<file path="config.mk">
export PLATFORM = sky130hd
export DESIGN_NAME = uart_rx_unit
export DESIGN_NICKNAME = d
export VERILOG_FILES = /design/src/rtl/uart_rx_unit_pkg.sv /design/src/rtl/uart_rx_unit_bit_timer.sv /design/src/rtl/uart_rx_unit.sv
export SDC_FILE = /design/constraint.sdc
export NUM_CORES = 1
export LEC_CHECK = 0
export ABC_AREA = 0
export CAP_MARGIN = 10
export CORE_MARGIN = 2
export CORE_UTILIZATION = 50
export CTS_CLUSTER_DIAMETER = 100
export DETAILED_ROUTE_END_ITERATION = 8
export PLACE_DENSITY = 0.82
export SYNTH_ARGS = -nofsm -noshare
export SYNTH_HDL_FRONTEND = slang
export SYNTH_HIERARCHICAL = 1
export SYNTH_SLANG_ARGS = --single-unit
</file>
<file path="constraint.sdc">
create_clock -name Clock -period 3.2 [get_ports Clock]
set_input_delay 0.32 -clock Clock [delete_from_list [all_inputs] [get_ports Clock]]
set_output_delay 0.32 -clock Clock [all_outputs]
set_load 0.05 [all_outputs]
</file>
<file path="src/rtl/uart_rx_unit_pkg.sv">
// Shared UART receive types and constants.
// FSM state encoding, parity modes, minimum bit period.
package uart_rx_unit_pkg;

  typedef enum logic [2:0] {
    S_IDLE,
    S_START,
    S_DATA,
    S_PARITY,
    S_STOP,
    S_COMPLETE,
    S_WAIT_IDLE
  } rx_state_t;

  localparam logic PARITY_EVEN = 1'b0;
  localparam logic PARITY_ODD  = 1'b1;

  localparam logic [3:0] MIN_SPEED = 4'd2;

  function automatic logic [3:0] eff_speed(
    input logic [3:0] s
  );
    return (s < MIN_SPEED) ? MIN_SPEED : s;
  endfunction

endpackage

</file>
<file path="src/rtl/uart_rx_unit_bit_timer.sv">
// Bit-period timer: latches Speed at frame start, counts half then full periods.
// Ports: Clock, Reset, start (load half period), run, speed, tick (sample point).
module uart_rx_bit_timer
  import uart_rx_unit_pkg::*;
(
  input  logic       Clock,
  input  logic       Reset,
  input  logic       start,
  input  logic       run,
  input  logic [3:0] speed,
  output logic       tick
);

  logic [3:0] nbit;
  logic [3:0] cnt;
  logic [3:0] spd;

  assign spd  = eff_speed(speed);
  assign tick = run && (cnt == 4'd0);

  always_ff @(posedge Clock or posedge Reset) begin
    if (Reset) begin
      nbit <= MIN_SPEED;
      cnt  <= 4'd0;
    end else if (start) begin
      nbit <= spd;
      cnt  <= (spd >> 1) - 4'd1;
    end else if (run) begin
      if (cnt == 4'd0)
        cnt <= nbit - 4'd1;
      else
        cnt <= cnt - 4'd1;
    end
  end

endmodule

</file>
<file path="src/rtl/uart_rx_unit.sv">
// UART receiver: synchronizes Rx, samples mid-bit, checks parity and stop.
// Ports: Clock, Reset, Rx, Speed, Parity -> Data, DataValid, ParityError, FramingError, Busy.
module uart_rx_unit
  import uart_rx_unit_pkg::*;
#(
  parameter int DATA_WIDTH  = 9,
  parameter int SYNC_STAGES = 2
) (
  input  logic                  Clock,
  input  logic                  Reset,
  input  logic                  Rx,
  input  logic [3:0]            Speed,
  input  logic                  Parity,
  output logic [DATA_WIDTH-1:0] Data,
  output logic                  DataValid,
  output logic                  ParityError,
  output logic                  FramingError,
  output logic                  Busy
);

  localparam int IW = $clog2(DATA_WIDTH);
  localparam logic [IW-1:0] LAST = IW'(DATA_WIDTH - 1);

  logic [SYNC_STAGES-1:0] sync;
  logic                   rxs;
  rx_state_t              state;
  rx_state_t              nstate;
  logic [IW-1:0]          bidx;
  logic [DATA_WIDTH-1:0]  shreg;
  logic                   par_q;
  logic                   start;
  logic                   run;
  logic                   tick;
  logic                   par_x;

  assign rxs = sync[SYNC_STAGES-1];

  always_ff @(posedge Clock or posedge Reset) begin
    if (Reset)
      sync <= '1;
    else
      sync <= {sync[SYNC_STAGES-2:0], Rx};
  end

  uart_rx_bit_timer u_timer (
    .Clock (Clock),
    .Reset (Reset),
    .start (start),
    .run   (run),
    .speed (Speed),
    .tick  (tick)
  );

  assign run = (state == S_START) || (state == S_DATA) ||
               (state == S_PARITY) || (state == S_STOP);

  assign DataValid = (state == S_COMPLETE);
  assign Busy      = (state != S_IDLE);

  // Fold in the received parity bit; nonzero in even mode is an error.
  assign par_x = (^shreg) ^ rxs;

  // COMPLETE also accepts a new start so back-to-back frames at the
  // shortest bit period are not detected one cycle late.
  always_comb begin
    nstate = state;
    start  = 1'b0;
    unique case (state)
      S_IDLE: begin
        if (!rxs) begin
          start  = 1'b1;
          nstate = S_START;
        end
      end
      S_START: begin
        if (tick)
          nstate = rxs ? S_IDLE : S_DATA;
      end
      S_DATA: begin
        if (tick && (bidx == LAST))
          nstate = S_PARITY;
      end
      S_PARITY: begin
        if (tick)
          nstate = S_STOP;
      end
      S_STOP: begin
        if (tick)
          nstate = S_COMPLETE;
      end
      S_COMPLETE: begin
        if (FramingError) begin
          nstate = S_WAIT_IDLE;
        end else if (!rxs) begin
          start  = 1'b1;
          nstate = S_START;
        end else begin
          nstate = S_IDLE;
        end
      end
      S_WAIT_IDLE: begin
        if (rxs)
          nstate = S_IDLE;
      end
      default: nstate = S_IDLE;
    endcase
  end

  always_ff @(posedge Clock or posedge Reset) begin
    if (Reset)
      state <= S_IDLE;
    else
      state <= nstate;
  end

  always_ff @(posedge Clock or posedge Reset) begin
    if (Reset) begin
      bidx  <= '0;
      shreg <= '0;
      par_q <= 1'b0;
    end else if (tick) begin
      unique case (1'b1)
        (state == S_START): bidx <= '0;
        (state == S_DATA): begin
          shreg[bidx] <= rxs;
          bidx        <= bidx + 1'b1;
        end
        (state == S_PARITY):
          par_q <= (Parity == PARITY_EVEN) ? par_x : ~par_x;
        default: ;
      endcase
    end
  end

  // Outputs load on the stop sample so they line up with DataValid.
  always_ff @(posedge Clock or posedge Reset) begin
    if (Reset) begin
      Data         <= '0;
      ParityError  <= 1'b0;
      FramingError <= 1'b0;
    end else if (tick && (state == S_STOP)) begin
      Data         <= shreg;
      ParityError  <= par_q;
      FramingError <= ~rxs;
    end
  end

endmodule

</file>
==> impl_metrics.yaml, run 1 <==
floorplan:
  rows: 23
  ioPinCount: 21
  fp.dieArea_sq_um: 4590
  die_w_um: 67.8
  core_sq_um: 3970
  die_h_um: 67.8
  initial_core_util_pct: 51.2
power_and_ir_drop:
  p_leak_nw: 1.08
  finalPower_mw: 1.81
  vdd_drop_max_mv: 0.480
  powerDensity_nw_per_um2: 763
clocking:
  cts.sink_count: 38
  cts_resized: 0
  cts_setup_buffers: 0
  root_buffer: "clkbuf_8"
  cts_tree: "done"
  cts_buffers: 5
  hold_buffers: 0
  cts_buffer_depth: 2
  cts_htree_levels: 2
  clkTransAtPathRegs_ns: 0.07
  clock_latency_ns: 0.29
sta:
  finalCritPeriodShare_pct: 81.6
  maxSlewViolCount: 0
  max_slew_margin_pct: 62.2
  setup_tns_ns: 0
  holdWs_ns: 0.312
  fin_ws_ns: 0.588
  rsz0062_at_grt: "no"
  tightest_slew_ns: 0.566
  finalSetupViolCount: 0
  max_freq_mhz: 383
  finalCriticalPeriod_ns: 2.61
  hold_viol_final: 0
  skew_ns: 0.00516
synthesis:
  yosysMostFrequentCell: "dfrtp_1"
  post-synth-top-area-cell: "dfrtp_1"
  synth-main-ff-cell: "dfrtp_1"
  synth-simple-area-share_pct: 15.4
  synth-seq-area-share_pct: 46.9
  netlist_top_cells_area: "dfrtp_1 43%, mux2_1 9.4%, dfstp_2 3.9%, nand2_1 3.7%, ha_1 3.1%"
  synth-edff-count: 0
  yosys-mux-area-fraction_pct: 13.8
  synthXorXnorAreaFrac_pct: 5.78
  synthAdderAreaFrac_pct: 3.08
  synth_cells: 183
  synth_top_cell_area_share_pct: 43.1
  synthArstFlopShare_pct: 100
  synth_compound_area_share_pct: 11.3
  netlist_area_sq_um: 2030
  synth_common_cells: "35 x dfrtp_1, 20 x nand2_1, 17 x mux2_1"
  ys_ff_latch: 38
  syn_nets: 196
  syn_area_per_cell_sq_um: 11.1
  yosysWarnings: 6
  synth_top_family_by_area: "simple AND/OR/NAND/NOR gates"
  synth_cell_types: 53
routing:
  wl_per_cell_um: 13.8
  route.detailed.drc: 0
  via_count: 1418
  routed_via_density: 5.54
  dr.pass1.iters: 4
  drt-initial-drc-count: 76
  routed_wl_um: 3540
  ant_nets: 0
placed_design:
  place_congestion: 0.942
  port_buffers: 20
  dp.cells: 248
  place_ws_ns: 0.610
  dp.final_hpwl_um: 2530
grt:
  antenna_found_initial: 0
  grtUsageTotal_pct: 18.1
  overflow: 0
  grt_max_degree: 31
  first_global_vias: 1334
  grt_first_pass_wirelength_um: 6110
setup_path:
  cp_slowest_cell: "dfrtp_1"
  critical_path.max_stage_delay_ns: 0.70
  cp_cell_sequence: "inv_1 -> nor2_1 -> a21oi_1 -> nor3_1 -> buf_4 -> mux2_2 -> a31oi_1 -> ha_1 -> xor2_1 -> a21oi_1"
  crit_required_ns: 3.37
  r2r_start: "state[0]"
  path_class: "reg2reg"
  critPathLaunchType: "flop"
  crit_family: "flip-flops"
  r2r_slack_ns: 0.59
  r2r_end: "u_timer/cnt[2]"
  arrival_ns: 2.78
  crit_path_end_kind: "flop"
  crit_top_cell: "a21oi_1"
  worst-path-buf-inv: 2
  critPathMaxFanout: 17
  reg2reg_depth: 10
layout:
  fillers: 332
  nets: 218
  drive_gt1_share_pct: 14.1
  syn_to_final_growth_pct: 16.4
  antenna_cells: 0
  final_cell_count_no_fill: 256
worst_hold_path:
  hold_path.class: "in2async"
job:
  drv_cap: 0
run_status:
  outcome: "finished, final reports clean"
[where the power goes]
part / internal [mW] / total [mW] / switching [mW]
sequential: 0.591 / 0.752 / 0.161
combinational: 0.340 / 0.721 / 0.380
clock: 0.174 / 0.334 / 0.160
[area by class of cell]
cell class	instances	area [sq um]	area share, %
well taps	50	62.6	2.64
clock buffers	7	86.3	3.65
clock inverters	1	5.00	0.211
inverters	8	30.0	1.27
flip-flops and latches	38	955	40.3
multi-input cells	129	1010	42.5
repair buffers	23	223	9.41
[routing by layer]
metal  track usage (%)  vias to the layer above  routed length (um)
met5                 0                        -                   0
met4              6.75                        0                  36
met3              5.00                        4                 127
met2              26.5                       30                1600
met1              25.5                      688                1780
li1                  -                      696                   -
[layout by cell type, fill, tap and decap left out, types with 4 or more instances in the layout]
cell type	netlist	layout
nor2_1	9	9
o21ai_0	7	7
a21oi_1	7	7
clkdlybuf4s50_1	0	20
nand2_1	20	20
xnor2_1	6	6
ha_1	5	5
o21ai_1	4	4
mux2_2	4	4
dfrtp_1	35	35
mux2_1	17	17
inv_1	7	7
clkbuf_8	0	6
[worst max-delay path by stage]
stage	from	endpoint	slack (ns)	cells past startpoint
2_1_floorplan	state[0]	u_timer/cnt[2]	0.98	10
3_3_place_gp	state[0]	u_timer/cnt[2]	0.79	10
4_1_cts	state[0]	u_timer/cnt[2]	0.60	10
6_report	state[0]	u_timer/cnt[2]	0.59	10
5_1_grt	state[0]	u_timer/cnt[2]	0.34	10
3_5_place_dp	state[0]	u_timer/cnt[2]	0.61	10
[kinds of logic after synthesis]
logic type,Yosys count
XOR/XNOR,11
adder cells (fa/ha/maj),5
AO/OA/AOI/OAI,35
multiplexers,25
flip-flops,38
AND/OR/NAND/NOR,53
buffers and inverters,16
[state kept, by name, summed over array words and instances, names as in the netlist]
signal / flops
FramingError: 1
ParityError: 1
state: 3
u_timer/cnt: 4
u_timer/nbit: 4
bidx: 4
shreg: 9
Data: 9
sync: 2
par_q: 1
[stage by stage]
step | util (%) | instance area (sq um)
floorplan | - | 2030
global placement | 57.3 | 2280
detailed placement | 57.3 | 2280
CTS | 59.6 | 2370
global route | 59.6 | 2370
finish | 59.6 | 2370
Power figures use the tool's default switching activity.
==> run 2, diff against run 1 <==
==> constraint.sdc (replaced) <==
create_clock -name Clock -period 2.7 [get_ports Clock]
set_input_delay 0.27 -clock Clock [delete_from_list [all_inputs] [get_ports Clock]]
set_output_delay 0.27 -clock Clock [all_outputs]
set_load 0.05 [all_outputs]
==> run 2 against run 1 <==
  * Non-clock buffer count rose by 2
  * Critical path type is now reg2out
  * Die area did not move
  * Largest power group is now combinational logic
  * Critical path depth fell by 6
  * Register-to-register slack got worse by 0.19 ns
==> impl_metrics.yaml, run 2 (synthesis gave the netlist of run 1 again) <==
clocking:
  clkTransAtPathRegs_ns: 0.07
  clock_latency_ns: 0.30
  cts_buffer_depth: 2
  cts.sink_count: 38
  cts_htree_levels: 2
  cts_resized: 0
  hold_buffers: 0
  cts_setup_buffers: 0
  cts_tree: "done"
  cts_buffers: 5
  root_buffer: "clkbuf_8"
placed_design:
  port_buffers: 20
  place_congestion: 0.814
  place_ws_ns: 0.406
  dp.final_hpwl_um: 2650
setup_path:
  r2r_slack_ns: 0.39
  critPathLaunchType: "flop"
  worst-path-buf-inv: 2
  cp_slowest_cell: "clkdlybuf4s50_1"
  crit_family: "buffers and inverters"
  critPathMaxFanout: 11
  reg2reg_depth: 7
  critical_path.max_stage_delay_ns: 0.81
  r2r_start: "state[1]"
  path_class: "reg2out"
  cp_cell_sequence: "inv_2 -> nand2_1 -> nor2_1 -> clkdlybuf4s50_1"
  crit_required_ns: 2.43
  crit_path_end_kind: "output port"
  arrival_ns: 2.04
  r2r_end: "shreg[2]"
sta:
  finalCritPeriodShare_pct: 85.4
  hold_viol_final: 0
  max_slew_margin_pct: 66.5
  maxSlewViolCount: 0
  finalSetupViolCount: 0
  rsz0062_at_grt: "no"
  setup_tns_ns: 0
  skew_ns: 0.00664
  fin_ws_ns: 0.395
  max_freq_mhz: 434
  finalCriticalPeriod_ns: 2.31
  tightest_slew_ns: 0.501
routing:
  dr.pass1.iters: 4
  route.detailed.drc: 0
  drt-initial-drc-count: 47
  via_count: 1410
  ant_nets: 0
  wl_per_cell_um: 14.4
  routed_via_density: 5.47
  routed_wl_um: 3720
power_and_ir_drop:
  vdd_drop_max_mv: 0.595
  p_leak_nw: 1.10
  powerDensity_nw_per_um2: 931
floorplan:
  die_w_um: 67.8
  die_h_um: 67.8
  fp.dieArea_sq_um: 4590
  core_sq_um: 3970
  rows: 23
  ioPinCount: 21
  initial_core_util_pct: 51.2
grt:
  first_global_vias: 1344
  grt_first_pass_wirelength_um: 6470
  grt_max_degree: 31
  overflow: 0
  antenna_found_initial: 0
  grtUsageTotal_pct: 19.4
layout:
  regArea_sq_um: 955
  drive_gt1_share_pct: 14.9
  final_common_cell: "dfrtp_1"
  reg.largest.list: "Data: 9 flops, shreg: 9 flops"
  nets: 220
  fillers: 354
  multiInputGateArea_sq_um: 1010
  antenna_cells: 0
  layout_common_cells: "35 x dfrtp_1, 20 x nand2_1, 20 x clkdlybuf4s50_1"
  syn_to_final_growth_pct: 18.3
worst_hold_path:
  hold_path.class: "in2async"
job:
  drv_cap: 0
run_status:
  outcome: "finished, final reports clean"
==> run 2: cell types whose count changed in the layout (fill, tap and decap cells not counted), sizes merged <==
cell | previous run | this run
buf | 3 | 5
bufinv | 0 | 1
clkinv | 1 | 0
==> run 2: cell type report <==
cell class | count | share of cell area [%]
clock inverters | 1 | 1.25
clock buffers | 7 | 3.59
flip-flops and latches | 38 | 39.7
repair buffers | 25 | 9.88
well taps | 50 | 2.60
inverters | 8 | 1.25
multi-input cells | 129 | 41.8
==> run 2: worst max-delay path by stage <==
stage,start,endpoint,slack [ns],depth (start not counted)
finish,state[1],DataValid,0.39,4
global route,state[1],shreg[2],0.21,7
CTS,state[1],DataValid,0.39,4
detailed placement,state[1],shreg[2],0.41,7
global placement,state[0],u_timer/cnt[2],0.53,10
floorplan,state[0],u_timer/cnt[2],0.48,10
==> run 2: worst register-to-register path, stage by stage, from the launching register on <==
cell      delay (ns)
dfrtp_1         0.60
nor2_2          0.09
xnor2_1         0.26
and2_1          0.30
nand3b_4        0.16
nor4_2          0.31
nand2_1         0.13
mux2_1          0.33
==> run 2: through the flow <==
step                      std cells  hold slack [ns]  util, %  total power [mW]  cell area [sq um]
after global routing            258            0.293     60.6              2.39               2410
after floorplan                 183           0.0849        -              1.56               2030
after CTS                       258            0.274     60.6              2.26               2410
after global placement          250            0.346     57.7              1.73               2290
final                           258            0.261     60.6              2.24               2410
after detailed placement        250            0.351     57.7              1.75               2290
==> run 2: power by group <==
group          total [mW]  switching [mW]  internal [mW]
registers           0.857           0.157          0.701
logic               0.887           0.476          0.412
clock network       0.497           0.196          0.301
==> run 2: layer usage <==
metal / wire length [um] / track usage, % / up-vias
li1: - / - / 695
met1: 1800 / 25.7 / 676
met2: 1660 / 29.3 / 30
met3: 157 / 5.50 / 9
met4: 103 / 9.25 / 0
met5: 0 / 0 / -
==> run 3, diff against run 2 <==
--- a/config.mk
+++ b/config.mk
@@ -8,10 +8,11 @@
 export ABC_AREA = 0
 export CAP_MARGIN = 10
 export CORE_MARGIN = 2
-export CORE_UTILIZATION = 50
+export CORE_UTILIZATION = 40
 export CTS_CLUSTER_DIAMETER = 100
 export DETAILED_ROUTE_END_ITERATION = 8
-export PLACE_DENSITY = 0.82
+export MAX_ROUTING_LAYER = met4
+export PLACE_DENSITY = 0.7
 export SYNTH_ARGS = -nofsm -noshare
 export SYNTH_HDL_FRONTEND = slang
 export SYNTH_HIERARCHICAL = 1
==> run 3 against run 2 <==
  * Global-route usage fell by 2.9 points
  * First-iteration DRC count fell by 8.5%
  * Count of clock-buffer cells in the layout did not move
  * Fmax rose by 0.49%
  * Hold slack got worse by 0.0032 ns
  * Critical path type unchanged
  * Clock skew rose by 0.0022 ns
==> impl_metrics.yaml, run 3 (synthesis gave the netlist of run 1 again) <==
routing:
  dr.pass1.iters: 4
  routed_wl_um: 3650
  wl_met3_um: 110
  dr_wl_met2_um: 1590
  ant_nets: 0
  routed_via_density: 5.14
  top_layer: "met4"
  route.detailed.drc: 0
  via_count: 1419
  met1_length_um: 1870
  wl_per_cell_um: 13.2
  drt-initial-drc-count: 43
setup_path:
  critPathMaxFanout: 11
  crit_required_ns: 2.43
  path_class: "reg2out"
  critPathLaunchType: "flop"
  crit_path_end_kind: "output port"
  arrival_ns: 2.02
grt:
  antenna_found_initial: 0
  first_global_vias: 1441
  grtUsageTotal_pct: 16.5
  overflow: 0
  grt_max_degree: 17
  grt_first_pass_wirelength_um: 6670
floorplan:
  ioPinCount: 21
  rows: 25
  initial_core_util_pct: 42.2
  die_w_um: 75.3
  core_sq_um: 4820
  die_h_um: 75.3
  fp.dieArea_sq_um: 5670
sta:
  finalCriticalPeriod_ns: 2.29
  rsz0062_at_grt: "no"
  tightest_slew_ns: 0.608
  skew_ns: 0.00889
  setup_tns_ns: 0
  max_freq_mhz: 436
  max_slew_margin_pct: 59.4
  hold_viol_final: 0
  maxSlewViolCount: 0
  finalSetupViolCount: 0
  finalCritPeriodShare_pct: 85.0
layout:
  final_cell_count_no_fill: 276
  drive_gt1_share_pct: 14.8
  nets: 221
  fillers: 463
  syn_to_final_growth_pct: 19.2
  final_common_cell: "dfrtp_1"
  fin_area_sq_um: 2430
  layout_common_cells: "35 x dfrtp_1, 20 x nand2_1, 20 x clkdlybuf4s50_1"
  reg.largest.list: "Data: 9 flops, shreg: 9 flops"
  antenna_cells: 0
clocking:
  clock_latency_ns: 0.29
  cts_tree: "done"
  cts_buffer_depth: 2
  cts_htree_levels: 2
  cts.sink_count: 38
  cts_setup_buffers: 0
  cts_buffers: 5
  root_buffer: "clkbuf_8"
  cts_resized: 0
  hold_buffers: 0
  clkTransAtPathRegs_ns: 0.07
job:
  drv_cap: 0
power_and_ir_drop:
  vdd_drop_max_mv: 0.435
  powerDensity_nw_per_um2: 912
  p_leak_nw: 1.10
placed_design:
  dp.cells: 268
  dp.final_hpwl_um: 2700
  port_buffers: 20
  place_area_sq_um: 2320
  place_congestion: 0.820
worst_hold_path:
  hold_path.class: "in2async"
run_status:
  outcome: "finished, final reports clean"
run 3: changes by cell type in the layout (fill, tap and decap cells not counted), sizes merged:
cell	previous run	this run
buf	5	6
run 3: critical path: stages, from the launching register on:
cell,delay [ns]
dfrtp_1,0.53
inv_2,0.19
nand2_1,0.09
nor2_1,0.11
clkdlybuf4s50_1,0.81
run 3: worst paths after layout:
kind	from	endpoint	slack, ns	cells past startpoint
max in group asynchronous	Reset	sync[0]	1.69	3
min in group Clock	sync[0]	sync[1]	0.36	0
min reg2reg	sync[0]	sync[1]	0.36	0
max reg2reg	state[2]	u_timer/cnt[2]	0.43	9
max	state[1]	DataValid	0.41	4
min	Reset	u_timer/nbit[0]	0.26	2
run 3: layer usage:
| layer | vias to the layer above | global-route usage, % |
|---|---|---|
| li1 | 700 | - |
| met1 | 694 | 21.5 |
| met2 | 19 | 24.3 |
| met3 | 6 | 3.97 |
| met4 | 0 | 7.41 |
| met5 | - | - |
run 3: area by class of cell:
class                      instances  area [sq um]  share of cell area, %
clock buffer                       7          76.3                   3.15
clock inverter                     1          30.0                   1.24
inverter                           8          30.0                   1.24
multi-input combinational        129          1010                   41.5
sequential                        38           955                   39.4
tap                               67          83.8                   3.46
timing repair buffer              26           245                   10.1
run 3: where the power goes:
group | internal, mW | switching [mW] | leakage [nW]
Combinational | 0.412 | 0.476 | 0.565
Sequential | 0.701 | 0.158 | 0.485
Clock | 0.276 | 0.189 | 0.0524
run 3: through the flow:
stage	hold slack (ns)	total power, mW	util, %	setup WS [ns]
6_report	0.258	2.21	50.4	0.406
5_1_grt	0.315	2.37	50.4	0.233
4_1_cts	0.270	2.24	50.4	0.398
3_5_place_dp	0.348	1.76	48.2	0.448
3_3_place_gp	0.348	1.74	48.2	0.484
2_1_floorplan	0.0849	1.56	-	0.484
